<file path="src/rtl/fpu_pkg.sv">
// fpu_pkg: shared FP format constants, fclass bit indices and the unpacked-operand record
package fpu_pkg;
  localparam logic FMT_S = 1'b0;
  localparam logic FMT_D = 1'b1;
  localparam int EXP_W = 13;
  localparam int SIG_W = 53;
  localparam int FCLASS_W = 10;
  localparam logic [EXP_W-1:0] BIAS_S = 13'd127;
  localparam logic [EXP_W-1:0] BIAS_D = 13'd1023;
  localparam logic [31:0] CANON_NAN_S = 32'h7FC0_0000;
  localparam int FC_NINF = 0;
  localparam int FC_NNORM = 1;
  localparam int FC_NSUB = 2;
  localparam int FC_NZERO = 3;
  localparam int FC_PZERO = 4;
  localparam int FC_PSUB = 5;
  localparam int FC_PNORM = 6;
  localparam int FC_PINF = 7;
  localparam int FC_SNAN = 8;
  localparam int FC_QNAN = 9;
  typedef struct packed {
    logic sign;
    logic [EXP_W-1:0] exp;
    logic [SIG_W-1:0] sig;
    logic [FCLASS_W-1:0] fclass;
  } unpacked_t;
endpackage

</file>
<file path="src/rtl/fp_unpack_pipe_clz.sv">
// fp_unpack_pipe_clz: 64-bit leading-zero counter, returns 64 for an all-zero input
module fp_unpack_pipe_clz (
  input  logic [63:0] i_val,
  output logic [6:0]  o_lz
);
  always_comb begin
    o_lz = 7'd64;
    for (int i = 0; i < 64; i++)
      if (i_val[i]) o_lz = 7'(63 - i);
  end
endmodule

</file>
<file path="src/rtl/fp_unpack_pipe.sv">
// fp_unpack_pipe: two-stage FP operand unpacker/classifier with NaN-box check and valid/ready flow
module fp_unpack_pipe
  import fpu_pkg::*;
#(
  parameter int FLEN  = 64,
  parameter int TAG_W = 4
) (
  input  logic             clk_i,
  input  logic             rst_i,
  input  logic             flush_i,
  input  logic             in_valid_i,
  output logic             in_ready_o,
  input  logic [FLEN-1:0]  opd_i,
  input  logic             fmt_i,
  input  logic [TAG_W-1:0] tag_i,
  output logic             out_valid_o,
  input  logic             out_ready_i,
  output logic             sign_o,
  output logic [12:0]      exp_o,
  output logic [52:0]      sig_o,
  output logic [9:0]       fclass_o,
  output logic [TAG_W-1:0] tag_o
);
  logic r1_valid, r2_valid, r1_fmt;
  logic [FLEN-1:0] r1_opd;
  logic [TAG_W-1:0] r1_tag, r2_tag;
  unpacked_t r2_res, w_res;
  logic w_adv1, w_adv2, w_d, w_box_ok, w_sign, w_emax, w_ezero, w_fnz, w_fmsb;
  logic w_qnan, w_snan, w_inf, w_sub, w_zero;
  logic [63:0] w_x, w_fal, w_sh;
  logic [31:0] w_s;
  logic [12:0] w_e, w_bias;
  logic [6:0] w_lz;
  logic [3:0] w_idx;
  assign w_adv2 = !r2_valid || out_ready_i;
  assign w_adv1 = !r1_valid || w_adv2;
  assign in_ready_o = w_adv1;
  assign w_x = 64'(r1_opd);
  assign w_d = FLEN == 64 && r1_fmt == FMT_D;
  assign w_box_ok = w_d || FLEN == 32 || &w_x[63:32];
  assign w_s = w_box_ok ? w_x[31:0] : CANON_NAN_S;
  assign w_sign = w_d ? w_x[63] : w_s[31];
  assign w_e = w_d ? {2'b0, w_x[62:52]} : {5'b0, w_s[30:23]};
  assign w_bias = w_d ? BIAS_D : BIAS_S;
  assign w_emax = w_d ? &w_x[62:52] : &w_s[30:23];
  assign w_ezero = w_e == '0;
  // fraction left-aligned to bit 63 so one counter serves both formats
  assign w_fal = w_d ? {w_x[51:0], 12'b0} : {w_s[22:0], 41'b0};
  assign w_fnz = |w_fal;
  assign w_fmsb = w_fal[63];
  fp_unpack_pipe_clz u_clz (.i_val(w_fal), .o_lz(w_lz));
  assign w_sh = w_fal << w_lz;
  assign w_qnan = w_emax && w_fmsb;
  assign w_snan = w_emax && !w_fmsb && w_fnz;
  assign w_inf = w_emax && !w_fnz;
  assign w_sub = w_ezero && w_fnz;
  assign w_zero = w_ezero && !w_fnz;
  assign w_idx = 4'(w_qnan ? FC_QNAN : w_snan ? FC_SNAN :
                    w_inf  ? (w_sign ? FC_NINF  : FC_PINF)  :
                    w_zero ? (w_sign ? FC_NZERO : FC_PZERO) :
                    w_sub  ? (w_sign ? FC_NSUB  : FC_PSUB)  :
                             (w_sign ? FC_NNORM : FC_PNORM));
  always_comb begin
    w_res.sign = w_sign;
    w_res.exp = w_zero ? '0 : w_sub ? (13'd1 - w_bias) - (13'(w_lz) + 13'd1) : w_e - w_bias;
    w_res.sig = w_zero ? '0 :
                w_sub  ? (w_d ? 53'(w_sh >> 11) : 53'(w_sh >> 40)) :
                         (w_d ? {1'b1, w_x[51:0]} : 53'({1'b1, w_s[22:0]}));
    w_res.fclass = 10'd1 << w_idx;
  end
  always_ff @(posedge clk_i) begin
    if (rst_i || flush_i) begin
      r1_valid <= 1'b0;
      r2_valid <= 1'b0;
    end else begin
      if (w_adv1) r1_valid <= in_valid_i;
      if (w_adv2) r2_valid <= r1_valid;
    end
  end
  always_ff @(posedge clk_i) begin
    if (rst_i) begin
      r1_opd <= '0;
      r1_fmt <= 1'b0;
      r1_tag <= '0;
      r2_res <= '0;
      r2_tag <= '0;
    end else begin
      if (w_adv1 && in_valid_i) begin
        r1_opd <= opd_i;
        r1_fmt <= fmt_i;
        r1_tag <= tag_i;
      end
      if (w_adv2 && r1_valid) begin
        r2_res <= w_res;
        r2_tag <= r1_tag;
      end
    end
  end
  assign out_valid_o = r2_valid;
  assign {sign_o, exp_o, sig_o, fclass_o} = r2_res;
  assign tag_o = r2_tag;
endmodule

</file>
<file path="config.mk">
export PLATFORM = sky130hd
export DESIGN_NAME = fp_unpack_pipe
export DESIGN_NICKNAME = d
export VERILOG_FILES = /design/src/rtl/fpu_pkg.sv /design/src/rtl/fp_unpack_pipe_clz.sv /design/src/rtl/fp_unpack_pipe.sv
export SDC_FILE = /design/constraint.sdc
export NUM_CORES = 1
export LEC_CHECK = 0
export ABC_AREA = 1
export BUFFER_PORTS_ARGS = -buffer_cell sky130_fd_sc_hd__buf_2
export CORE_AREA = 2 2 165 167
export CTS_CLUSTER_DIAMETER = 50
export DETAILED_ROUTE_END_ITERATION = 8
export DIE_AREA = 0 0 167 169
export PLACE_DENSITY = 0.62
export SLEW_MARGIN = 30
export SYNTH_ARGS = -nofsm -noshare
export SYNTH_HDL_FRONTEND = slang
export SYNTH_HIERARCHICAL = 1
export SYNTH_SLANG_ARGS = --single-unit
export TNS_END_PERCENT = 100
</file>
<file path="constraint.sdc">
create_clock -name clk_i -period 11.85 [get_ports clk_i]
set_input_delay 1.185 -clock clk_i [delete_from_list [all_inputs] [get_ports clk_i]]
set_output_delay 1.185 -clock clk_i [all_outputs]
set_load 0.1 [all_outputs]
</file>
# Word-level counts from Yosys, hierarchy flattened
# Cells that the tools add are included.
# Widths: inputs -> output; s select.
# totals
ff_bits	152
inputBits	74
# classes
addsub	4
shift	2
mux	85
reduce_logical	21
# op_table
op	n
$mux 7	64
$mux 53	4
$mux 64	1
$reduce_or 64->1	1
$shl 64x7->64	1
$mux 32	1
$reduce_and 32->1	1
$mux 13	2
$mux 3	7
$logic_not 13->1	1
$sub 11x10->12	1
$sub 11x9->12	1
$mux 11	1
$reduce_and 11->1	1
$sub 1x10->11 const A	1
$mux 10	1
$shl 1x4->10 const A	1
$add 7x1->8 const B	1
$logic_and 1x1->1	8
$mux 4	2
$reduce_and 8->1	1
$logic_not 1->1	4
$logic_or 1x1->1	4
$mux 1	2

# Depth between registers and ports, before layout
# logic_depth
word_depth	72
ltp_mapped	82
ltp_nobuf	80

# Cells and area by module
# The synthesis kept the hierarchy.
# modules_own_cells
module	n_inst	cells_each	area_each_um2	seq_area_each_um2
fp_unpack_pipe	1	1946	10974.3	3022.9
fp_unpack_pipe_clz	1	226	1029.7	0.0

# Worst setup path before layout
# OpenSTA, ideal clock, no wires.
# synth_timing
kind	reg-to-reg
from	register r1_fmt
to	register r2_res, in the netlist exp_o[8]
t_arrival_ns	5.537
required_time_ns	11.718
slack_ns	6.181
stages_incl_launch_ff	70
period_less_slack_ns	5.669
path_cell_list	dfxtp_1 buf_2 buf_2 nand2_1 inv_1 bufinv_8 nand2_1 nand2_1 nand2_1 nand2_1 nand2_1 nand2_1 nand2_1 nand2_1 nand2_1 nand2_1 nand2_1 nand2_1 (+34 left out) nand2_1 nand2_1 nand2_1 nand2_1 a21oi_2 clkbuf_1 inv_2 clkbuf_1 clkbuf_1 ha_1 or2_2 a21oi_1 nand3b_1 o31ai_1 xor2_1 nand3_1 nand3_1 a21oi_1
# synth_between
elab_chain_len	57
elab_cells_between_ends	68
classes_between	4 x add/sub; 58 x mux; 6 x reduce/logical
# synth_lines
item	line_no	source
start, declared	fp_unpack_pipe.sv:24	logic r1_valid, r2_valid, r1_fmt;
start signal, assigned	fp_unpack_pipe.sv:90	r1_fmt <= fmt_i;
$mux 64	fp_unpack_pipe.sv:48	assign w_fal = w_d ? {w_x[51:0], 12'b0} : {w_s[22:0], 41'b0};
named net w_fal[12]	fp_unpack_pipe.sv:30	logic [63:0] w_x, w_fal, w_sh;
$mux 7 (52 in a row)	fp_unpack_pipe_clz.sv:9	if (i_val[i]) o_lz = 7'(63 - i);
named net w_lz[0]	fp_unpack_pipe.sv:33	logic [6:0] w_lz;
$add 7x1->8	fp_unpack_pipe.sv:65	w_res.exp = w_zero ? '0 : w_sub ? (13'd1 - w_bias) - (13'(w_lz) + 13'd1) : w_e - w_bias;
$sub 11x9->12	fp_unpack_pipe.sv:65	
$mux 13 (2 in a row)	fp_unpack_pipe.sv:65	
end signal, assigned	fp_unpack_pipe.sv:94	r2_res <= w_res;
end, declared	fp_unpack_pipe.sv:27	unpacked_t r2_res, w_res;
# The timed path passes the listed nets, and every way through them passes these cells.
# A chain may end at the register's enable or synchronous reset.

# Worst setup path in the final report
# layout_timing
from	register r1_opd[0]
to	register r2_res, in the netlist exp_o[8]
# layout_between
elab_chain_len	57
elab_cells_between_ends	62
classes_between	2 x add/sub; 56 x mux; 4 x reduce/logical
# layout_lines
item	line_no	source
start, declared	fp_unpack_pipe.sv:25	logic [FLEN-1:0] r1_opd;
start signal, assigned	fp_unpack_pipe.sv:89	r1_opd <= opd_i;
$mux 64	fp_unpack_pipe.sv:48	
named net w_fal[12]	fp_unpack_pipe.sv:30	
$mux 7 (52 in a row)	fp_unpack_pipe_clz.sv:9	
named net w_lz[0]	fp_unpack_pipe.sv:33	
$add 7x1->8	fp_unpack_pipe.sv:65	
$sub 11x9->12	fp_unpack_pipe.sv:65	
$mux 13 (2 in a row)	fp_unpack_pipe.sv:65	
# The timed path passes the listed nets, and every way through them passes these cells.

==> metrics.yaml <==
final_layout:
  area_delta_synth_final_pct: 13.3
  drive_gt1_share_pct: 11.5
  utilization_pct: 51.3
  num_antenna_cells: 0
  nNetsFinal: 2338
synth:
  syn_area_um2: 12000
  async_flop_share_pct: 0
  yosysWarnings: 6
  ys_seq_elements: 151
  synth_edf_count: 0
  synth_cells: 2172
  synth_area_per_cell_um2: 5.53
  yosysSeqAreaShare_pct: 25.2
  synth_ff_type: "dfxtp_1"
  yosys.cell_types.count: 44
clock_network:
  cts_sinks: 151
  cts.clk_slew.worst_paths_ns: 0.08
  cts_made_buffers: 17
  htree_levels: 4
  cts_resized: 0
  cts_hold_buf: 0
  cts_max_path_buffers: 2
  clock_latency_ns: 0.44
  cts_setup_buffers: 0
  tritoncts: "built"
  cts_root_buffer: "clkbuf_16"
die:
  initial_core_util_pct: 45.3
  io_pins: 157
  rows: 60
  die_width_um: 167
  die_h_um: 169
  die_area_um2: 28200
  coreArea_um2: 26500
placed_design:
  hpwl_um: 37600
  gp_congestion: 1.01
  portBuffers: 156
  dp_slack_ns: 5.48
critical_path:
  startpoint_type: "flop"
  crit_top_cell: "nand2_1"
  worstPathRequired_ns: 12.13
  cp_max_fo: 55
  crit_type: "reg -> reg"
  worst_setup_path_end_kind: "flop"
  max_stage_delay_ns: 0.52
  arrival_ns: 6.77
  critPathSlowestCell: "dfxtp_1"
timing:
  maxSlewViolCount: 0
  setup_ws_ns: 5.35
  hold_viol: 0
  fmax_mhz: 154
  finalClockSkew_ns: 0.0139
  maxSlewHeadroom_pct: 37.4
  final.setup.tns_ns: 0
  period_share_pct: 54.8
  rsz0062_at_grt: "false"
  worst_pin_slew_ns: 0.939
  setup_viol: 0
  min_period_ns: 6.50
routing:
  dr.pass1.iters: 6
  drc: 0
  wl_um: 50300
  dr_total_vias: 14700
  drt-vias-per-instance: 5.62
  ant_nets: 0
  initialDrtViolationCount: 1500
  wl_per_cell_um: 19.3
grt:
  grt_pass1_wl_um: 77100
  grt_max_degree: 83
  track_usage_pct: 35.0
  grt_pass1_vias: 13700
  grt_overflow_total: 0
  antenna_found_initial: 0
power_and_ir_drop:
  p_leak_nw: 6.39
  ir_worst_vdd_uv: 96.5
  p_per_area_nw_per_um2: 123
worst_hold_path:
  hp-class: "reg -> reg"
job:
  maxCapViolations: 0
run_status:
  status: "finished clean"
per-stage QoR:
stage,total power [mW],instances,cell area (um2),hold WS (ns)
global route,1.75,2611,13600,0.481
floorplan,0.933,2198,12100,0.444
finish,1.67,2611,13600,0.464
detailed placement,1.10,2578,13000,0.454
CTS,1.66,2610,13600,0.465
global placement,1.10,2577,13000,0.451
worst max-delay path: cells and delay by family (launching register included):
kind	cells	cell delay [ns]
AND/OR/NAND/NOR	56	3.27
buffers and inverters	5	1.32
flip-flops	1	0.52
AO/OA/AOI/OAI	4	0.94
XOR/XNOR	1	0.22
cell type report:
| cell class | count | area, um2 |
|---|---|---|
| Clock buffer | 17 | 425 |
| Clock inverter | 15 | 183 |
| Fill cell | 2982 | 12900 |
| Inverter | 169 | 747 |
| Multi-Input combinational cell | 1737 | 7800 |
| Sequential cell | 151 | 3020 |
| Tap cell | 341 | 427 |
| Timing Repair Buffer | 181 | 992 |
power by group:
| part | total (mW) | internal [mW] | switching, mW |
|---|---|---|---|
| Clock | 0.574 | 0.287 | 0.288 |
| Combinational | 0.538 | 0.148 | 0.389 |
| Sequential | 0.563 | 0.529 | 0.0339 |
| Total | 1.67 | 0.964 | 0.711 |
cell families (layout without fill, tap and decap cells):
kind of cell,count (synthesis),after routing,synth area share (%)
flip-flops,151,151,25.2
other,1,27,0.0312
AND/OR/NAND/NOR,1292,1292,44.5
adder cells (fa/ha/maj),7,7,0.730
buffers and inverters,310,382,10.9
AO/OA/AOI/OAI,394,394,17.3
XOR/XNOR,14,14,1.02
multiplexers,3,3,0.250
sequential cells by signal, summed over array words and instances (netlist names):
signal       count
out_valid_o      1
exp_o           12
r1_fmt           1
r1_tag           4
sig_o           53
sign_o           1
r1_opd          64
r1_valid         1
tag_o            4
fclass_o        10
synth_stat cells, types with 8 or more instances:
master / count / share of area [%]
a21oi_1: 148 / 6.2
a31oi_1: 14 / 0.73
bufinv_8: 8 / 1.2
nor3_1: 10 / 0.42
buf_2: 20 / 0.83
clkbuf_1: 94 / 2.9
nand3_1: 228 / 9.5
nand2_1: 683 / 21
buf_1: 24 / 0.75
nor2_1: 298 / 9.3
or2_2: 13 / 0.68
dfxtp_1: 151 / 25
nand4_1: 45 / 2.3
inv_1: 151 / 4.7
xor2_1: 11 / 0.80
o21ai_1: 11 / 0.46
o21ai_0: 194 / 8.1
o211ai_1: 8 / 0.50
cells in the final DEF, fill, tap and decap left out, drive strengths merged:
cell / Yosys / routed
conb: 1 / 27
dfxtp: 151 / 151
or2: 13 / 13
o21ai: 210 / 210
nor3b: 1 / 1
bufinv: 8 / 8
a21oi: 149 / 149
o211ai: 8 / 8
a31oi: 14 / 14
nand2: 685 / 685
xor2: 11 / 11
a21o: 1 / 1
nand4: 45 / 45
nand3: 228 / 228
mux2i: 3 / 3
nor4: 5 / 5
o2111ai: 1 / 1
inv: 159 / 163
a21boi: 2 / 2
o41ai: 1 / 1
clkinv: 2 / 10
o31ai: 1 / 1
clkbuf: 94 / 17
nor3: 12 / 12
buf: 47 / 181
xnor2: 3 / 3
nor2: 301 / 301
nand3b: 2 / 2
a211oi: 3 / 3
o22ai: 1 / 1
o311ai: 3 / 3
clkinvlp: 0 / 3
ha: 7 / 7
routing by layer:
metal	vias up	wire [um]	track usage (%)
met4	0	3130	20.2
met1	6681	20900	43.8
met3	145	3520	5.24
met5	-	0	0
li1	7182	-	-
met2	653	22800	57.6
worst paths after layout:
check	start	endpoint	slack, ns	cells past startpoint
hold reg to reg	sig_o[15]$_SDFFE_PP0P_	sig_o[15]$_SDFFE_PP0P_	0.46	2
setup reg to reg	r1_opd[0]$_SDFFE_PP0P_	exp_o[8]$_SDFFE_PP0P_	5.35	66
setup / recovery	r1_opd[0]$_SDFFE_PP0P_	exp_o[8]$_SDFFE_PP0P_	5.35	66
hold / removal	sig_o[15]$_SDFFE_PP0P_	sig_o[15]$_SDFFE_PP0P_	0.46	2
Note: power is estimated with default switching activity, not from simulation.
